--- config.mk ---
export PLATFORM = sky130hd
export DESIGN_NAME = fetch_stage_flat
export DESIGN_NICKNAME = d
export VERILOG_FILES = /design/src/rtl/fetch_stage_pkg.sv /design/src/rtl/fetch_stage_if.sv /design/src/rtl/fetch_stage_adder.sv /design/src/rtl/fetch_stage.sv /design/src/flat_wrapper.sv
export SDC_FILE = /design/constraint.sdc
export NUM_CORES = 1
export LEC_CHECK = 0
export ABC_AREA = 1
export BUFFER_PORTS_ARGS = -buffer_cell sky130_fd_sc_hd__buf_2
export CAP_MARGIN = 20
export CORE_ASPECT_RATIO = 1.75
export CORE_MARGIN = 2
export CORE_UTILIZATION = 40
export CTS_BUF_LIST = sky130_fd_sc_hd__clkbuf_8 sky130_fd_sc_hd__clkbuf_16
export DETAILED_ROUTE_END_ITERATION = 10
export PLACE_DENSITY = 0.82
export SYNTH_ARGS = -nofsm -noshare
export SYNTH_HDL_FRONTEND = slang
export SYNTH_SLANG_ARGS = --single-unit
--- constraint.sdc ---
create_clock -name clk -period 1.94 [get_ports clk]
set_input_delay 0.291 -clock clk [delete_from_list [all_inputs] [get_ports clk]]
set_output_delay 0.291 -clock clk [all_outputs]
set_load 0.02 [all_outputs]
--- src/rtl/fetch_stage_pkg.sv ---
// Shared defaults for the instruction-fetch stage: widths, increment,
// reset PC and the NOP encoding used for empty IF/ID slots.
package fetch_stage_pkg;

    localparam int DEF_DW  = 5;
    localparam int DEF_IW  = 32;
    localparam int DEF_INC = 1;

    localparam logic [DEF_DW-1:0] DEF_RESET_PC = '0;
    localparam logic [DEF_IW-1:0] DEF_NOP      = '0;

endpackage

--- src/rtl/fetch_stage_if.sv ---
// Bundle of the fetch stage's control, instruction-memory and IF/ID signals.
// The slave side is the fetch stage itself; the master side is everything
// around it (hazard unit, branch resolution, instruction memory, decode).
interface fetch_stage_if
    import fetch_stage_pkg::*;
#(
    parameter int DW = DEF_DW,
    parameter int IW = DEF_IW
);

    logic          Stall;
    logic          Redirect;
    logic [DW-1:0] RedirectPc;
    logic [DW-1:0] ImemAddr;
    logic [IW-1:0] ImemData;
    logic [IW-1:0] IfIdInstr;
    logic [DW-1:0] IfIdPc;
    logic [DW-1:0] IfIdPcPlus;
    logic          IfIdValid;

    modport slave (
        input  Stall, Redirect, RedirectPc, ImemData,
        output ImemAddr, IfIdInstr, IfIdPc, IfIdPcPlus, IfIdValid
    );

    modport master (
        output Stall, Redirect, RedirectPc, ImemData,
        input  ImemAddr, IfIdInstr, IfIdPc, IfIdPcPlus, IfIdValid
    );

endinterface

--- src/rtl/fetch_stage_adder.sv ---
// Plain DW-bit adder; the carry out is dropped so results wrap modulo 2^DW.
module Adder #(
    parameter int DW = 5
) (
    input  logic [DW-1:0] AddIn1,
    input  logic [DW-1:0] AddIn2,
    output logic [DW-1:0] AddOut
);

    assign AddOut = AddIn1 + AddIn2;

endmodule

--- src/rtl/fetch_stage.sv ---
// Instruction-fetch stage: owns the PC and the IF/ID pipeline register.
// Redirect beats Stall beats normal sequential fetch on every edge.
module fetch_stage
    import fetch_stage_pkg::*;
#(
    parameter int              DW       = DEF_DW,
    parameter int              IW       = DEF_IW,
    parameter int              INC      = DEF_INC,
    parameter logic [DW-1:0]   RESET_PC = DEF_RESET_PC,
    parameter logic [IW-1:0]   NOP      = DEF_NOP
) (
    input  logic           clk,
    input  logic           rst_n,
    fetch_stage_if.slave   bus
);

    logic [DW-1:0] pc;
    logic [DW-1:0] pcPlus;
    logic [IW-1:0] ifIdInstr;
    logic [DW-1:0] ifIdPc;
    logic [DW-1:0] ifIdPcPlus;
    logic          ifIdValid;

    Adder #(
        .DW (DW)
    ) pcAdder (
        .AddIn1 (pc),
        .AddIn2 (DW'(INC)),
        .AddOut (pcPlus)
    );

    assign bus.ImemAddr   = pc;
    assign bus.IfIdInstr  = ifIdInstr;
    assign bus.IfIdPc     = ifIdPc;
    assign bus.IfIdPcPlus = ifIdPcPlus;
    assign bus.IfIdValid  = ifIdValid;

    // PC register: jump to the redirect target, hold on stall, else step.
    always_ff @(posedge clk or negedge rst_n) begin
        if (!rst_n) begin
            pc <= RESET_PC;
        end else if (bus.Redirect) begin
            pc <= bus.RedirectPc;
        end else if (!bus.Stall) begin
            pc <= pcPlus;
        end
    end

    // IF/ID register: squash on redirect, freeze on stall, else capture fetch.
    always_ff @(posedge clk or negedge rst_n) begin
        if (!rst_n) begin
            ifIdInstr  <= NOP;
            ifIdPc     <= '0;
            ifIdPcPlus <= '0;
            ifIdValid  <= 1'b0;
        end else if (bus.Redirect) begin
            ifIdInstr  <= NOP;
            ifIdPc     <= '0;
            ifIdPcPlus <= '0;
            ifIdValid  <= 1'b0;
        end else if (!bus.Stall) begin
            ifIdInstr  <= bus.ImemData;
            ifIdPc     <= pc;
            ifIdPcPlus <= pcPlus;
            ifIdValid  <= 1'b1;
        end
    end

endmodule

--- src/flat_wrapper.sv ---
// flat-port wrapper written by rule: the top's interface ports become plain ports
module fetch_stage_flat import fetch_stage_pkg::*;
#(
    parameter int              DW       = DEF_DW,
    parameter int              IW       = DEF_IW,
    parameter int              INC      = DEF_INC,
    parameter logic [DW-1:0]   RESET_PC = DEF_RESET_PC,
    parameter logic [IW-1:0]   NOP      = DEF_NOP
)
  (clk, rst_n, bus_Stall, bus_Redirect, bus_RedirectPc, bus_ImemData, bus_ImemAddr, bus_IfIdInstr, bus_IfIdPc, bus_IfIdPcPlus, bus_IfIdValid);
  fetch_stage_if #(.DW(DW), .IW(IW)) bus_i ();
  input  logic clk;
  input  logic rst_n;
  input wire logic [$bits(bus_i.Stall)-1:0] bus_Stall;
  input wire logic [$bits(bus_i.Redirect)-1:0] bus_Redirect;
  input wire logic [$bits(bus_i.RedirectPc)-1:0] bus_RedirectPc;
  input wire logic [$bits(bus_i.ImemData)-1:0] bus_ImemData;
  output wire logic [$bits(bus_i.ImemAddr)-1:0] bus_ImemAddr;
  output wire logic [$bits(bus_i.IfIdInstr)-1:0] bus_IfIdInstr;
  output wire logic [$bits(bus_i.IfIdPc)-1:0] bus_IfIdPc;
  output wire logic [$bits(bus_i.IfIdPcPlus)-1:0] bus_IfIdPcPlus;
  output wire logic [$bits(bus_i.IfIdValid)-1:0] bus_IfIdValid;
  assign bus_i.Stall = bus_Stall;
  assign bus_i.Redirect = bus_Redirect;
  assign bus_i.RedirectPc = bus_RedirectPc;
  assign bus_i.ImemData = bus_ImemData;
  assign bus_ImemAddr = bus_i.ImemAddr;
  assign bus_IfIdInstr = bus_i.IfIdInstr;
  assign bus_IfIdPc = bus_i.IfIdPc;
  assign bus_IfIdPcPlus = bus_i.IfIdPcPlus;
  assign bus_IfIdValid = bus_i.IfIdValid;
  fetch_stage #(.DW(DW), .IW(IW), .INC(INC), .RESET_PC(RESET_PC), .NOP(NOP)) u_core (.clk(clk), .rst_n(rst_n), .bus(bus_i));
endmodule
==> impl_metrics.json <==
{
  "cts_max_path_buffers": 2,
  "r2r_cells": 4,
  "final_area_um2": 2480,
  "ir_drop_mv": 0.585,
  "synth_nets": 192,
  "rows": 32,
  "drc": 0,
  "gp_congestion": 0.789,
  "cp_cell_sequence": "buf_2",
  "antennaDiodeCount": 0,
  "grt_pass1_wl_mm": 7.00,
  "cp-end-kind": "output pin",
  "htree_levels": 2,
  "grt_pass1_vias": 1442,
  "ys_seq_area_share_pct": 64.2,
  "grt_max_degree": 28,
  "status": "completed",
  "avgRoutedWirePerCell_um": 14.5,
  "die_x_um": 55.7,
  "cp_slowest_cell": "dfrtp_1",
  "setup_viol": 0,
  "maxSlewViolCount": 0,
  "cp_num_cells": 1,
  "port_buffers": 88,
  "critPathRequiredTime_ns": 1.65,
  "critPathLaunchType": "flip-flop",
  "pin_count": 89,
  "vias": 1454,
  "synth_cell_types": 19,
  "dpl.hpwl_mm": 3.28,
  "first_pass_iters": 4,
  "drive_above_1_share_pct": 43.8,
  "whs_path_depth": 3,
  "fp.dieArea_um2": 5260,
  "insertion_delay_ns": 0.29,
  "gr-usage-all-layers_pct": 17.1,
  "antenna_found_initial": 0,
  "worstPathArrival_ns": 1.00,
  "synth_warnings": 0,
  "power_density_nw_per_um2": 924,
  "wl_mm": 4.23,
  "place_area_um2": 2340,
  "rsz0062_at_grt": "false",
  "start_util_pct": 42.1,
  "overflow": 0,
  "postRouteAntennaNets": 0,
  "hold_class": "in -> reg",
  "crit_fanout": 8,
  "timing_worst_setup_path_type": "reg -> out",
  "critPathBufInv": 1,
  "final_nets": 282,
  "setup-tns-final_ns": 0,
  "fin_worst_skew_ns": 0.0108,
  "clock_sinks": 48,
  "drt_iter0_markers": 33,
  "maxCapViolCount": 0,
  "critical_path.top_delay_family": "flip-flops",
  "cts_tree": "built",
  "critPathMaxStageDelay_ns": 0.49,
  "dp_cells": 283,
  "stdcell_count": 291,
  "max_freq_mhz": 776,
  "synthCells": 150,
  "die_h_um": 94.5,
  "synth-seq-cells": 48,
  "p_leak_nw": 1.40,
  "via_per_inst": 5.00,
  "ctsResizeCount": 0,
  "clk_pin_slew_ns": 0.09,
  "hold_buffers": 1,
  "cts_inserted_buffers": 5,
  "synth.avg_cell_area_um2": 12.5,
  "relSlewSlack_pct": 65.5,
  "post_cts.repair.setup_buffers": 0,
  "hold_viol": 0,
  "coreArea_um2": 4440,
  "netlist_area_um2": 1870,
  "clock-root-buffer": "clkbuf_8",
  "worst_slew_pin_slew_ns": 0.517,
  "fin_crit_sh_pct": 66.4,
  "period_minus_slack_ns": 1.29,
  "area_growth_pct": 32.4
}
-- worst register-to-register path: stages, from the launching register on --
cell and delay [ns]:
dfrtp_1 0.44, ha_1 0.27, xor2_1 0.17, nand2_1 0.09, nand3_1 0.06
-- Yosys cell counts --
cell | count | area [um^2]
dfrtp_1 | 48 | 1200
a22o_1 | 33 | 289
nand2_1 | 29 | 109
inv_1 | 8 | 30.0
buf_6 | 7 | 78.8
o21ai_0 | 6 | 30.0
nand3_1 | 3 | 15.0
buf_2 | 2 | 10.0
nand4_1 | 2 | 12.5
nor2_1 | 2 | 7.51
nor2_4 | 2 | 22.5
clkbuf_1 | 1 | 3.75
ha_1 | 1 | 12.5
inv_2 | 1 | 3.75
nand2_2 | 1 | 6.26
nand3_2 | 1 | 10.0
o211ai_1 | 1 | 7.51
o211ai_2 | 1 | 12.5
xor2_1 | 1 | 8.76
-- flip-flops by register name (all words and copies together) (netlist names) --
| signal | count |
|---|---|
| u_core.bus.IfIdPc | 5 |
| u_core.bus.IfIdValid | 1 |
| u_core.bus.IfIdInstr | 32 |
| u_core.bus.ImemAddr | 5 |
| u_core.bus.IfIdPcPlus | 5 |
-- power breakdown --
part / leakage [nW] / internal, W / switching, W
clock network: 0.0642 / 0.000507 / 0.000308
registers: 0.633 / 0.00107 / 0.0000490
logic: 0.704 / 0.000140 / 0.000218
-- through the flow --
step	hold slack (ns)	setup WS, ns	power [W]	util, %
finish	0.204	0.651	0.00229	55.7
global route	0.197	0.605	0.00240	55.7
CTS	0.198	0.631	0.00232	55.7
detailed placement	0.296	0.621	0.00150	52.6
global placement	0.282	0.670	0.00149	52.6
floorplan	-0.00459	0.795	0.00134	-
-- routing by layer --
metal  global-route usage [%]  vias up  routed length [um]
met5                        0        -                   0
met4                     9.15        0                 130
met1                     21.7      683                1620
met3                     3.42       11                 263
met2                     27.5       64                2220
li1                         -      696                   -
-- cell families (layout without fill, tap and decap cells) --
logic type,Yosys count,count (layout),synth area share [%]
AOI/OAI and AO/OA,41,41,18.1
xor gates and xnor gates,1,1,0.468
adders and majority gates,1,1,0.669
buffers and inverters,19,109,6.76
DFF,48,48,64.2
and+or+nand+nor,40,40,9.77
-- final cells by class --
class | instances | area, um^2
Clock buffer | 5 | 68.8
Timing Repair Buffer | 93 | 505
Clock inverter | 2 | 60.1
Sequential cell | 48 | 1200
Tap cell | 51 | 63.8
Inverter | 9 | 33.8
Multi-Input combinational cell | 83 | 543
Fill cell | 408 | 1970
-- cells in the final DEF, fill, tap and decap left out --
| cell type | instances |
|---|---|
| a22o_1 | 33 |
| buf_12 | 2 |
| buf_2 | 88 |
| buf_4 | 2 |
| bufinv_16 | 2 |
| clkbuf_8 | 5 |
| dfrtp_1 | 48 |
| dlygate4sd3_1 | 1 |
| ha_1 | 1 |
| inv_1 | 8 |
| inv_2 | 1 |
| nand2_1 | 29 |
| nand2_2 | 1 |
| nand3_1 | 3 |
| nand3_2 | 1 |
| nand4_1 | 2 |
| nor2_1 | 2 |
| nor2_4 | 2 |
| o211ai_1 | 1 |
| o211ai_2 | 1 |
| o21ai_0 | 6 |
| xor2_1 | 1 |
-- path summary, 6_finish.rpt --
path,from,to,slack (ns)
min reg2reg,u_core.bus.IfIdPcPlus[3]$_DFFE_PN0P_,u_core.bus.IfIdPcPlus[3]$_DFFE_PN0P_,0.49
max,u_core.bus.ImemAddr[2]$_DFFE_PN0P_,bus_ImemAddr[2],0.65
min,bus_RedirectPc[0],u_core.bus.ImemAddr[0]$_DFFE_PN0P_,0.20
max in group asynchronous,rst_n,u_core.bus.IfIdInstr[19]$_DFFE_PN0P_,0.92
max reg2reg,u_core.bus.ImemAddr[0]$_DFFE_PN0P_,u_core.bus.ImemAddr[2]$_DFFE_PN0P_,0.80
min in group asynchronous,rst_n,u_core.bus.IfIdPcPlus[1]$_DFFE_PN0P_,0.50
(Power assumes the default switching activity.)
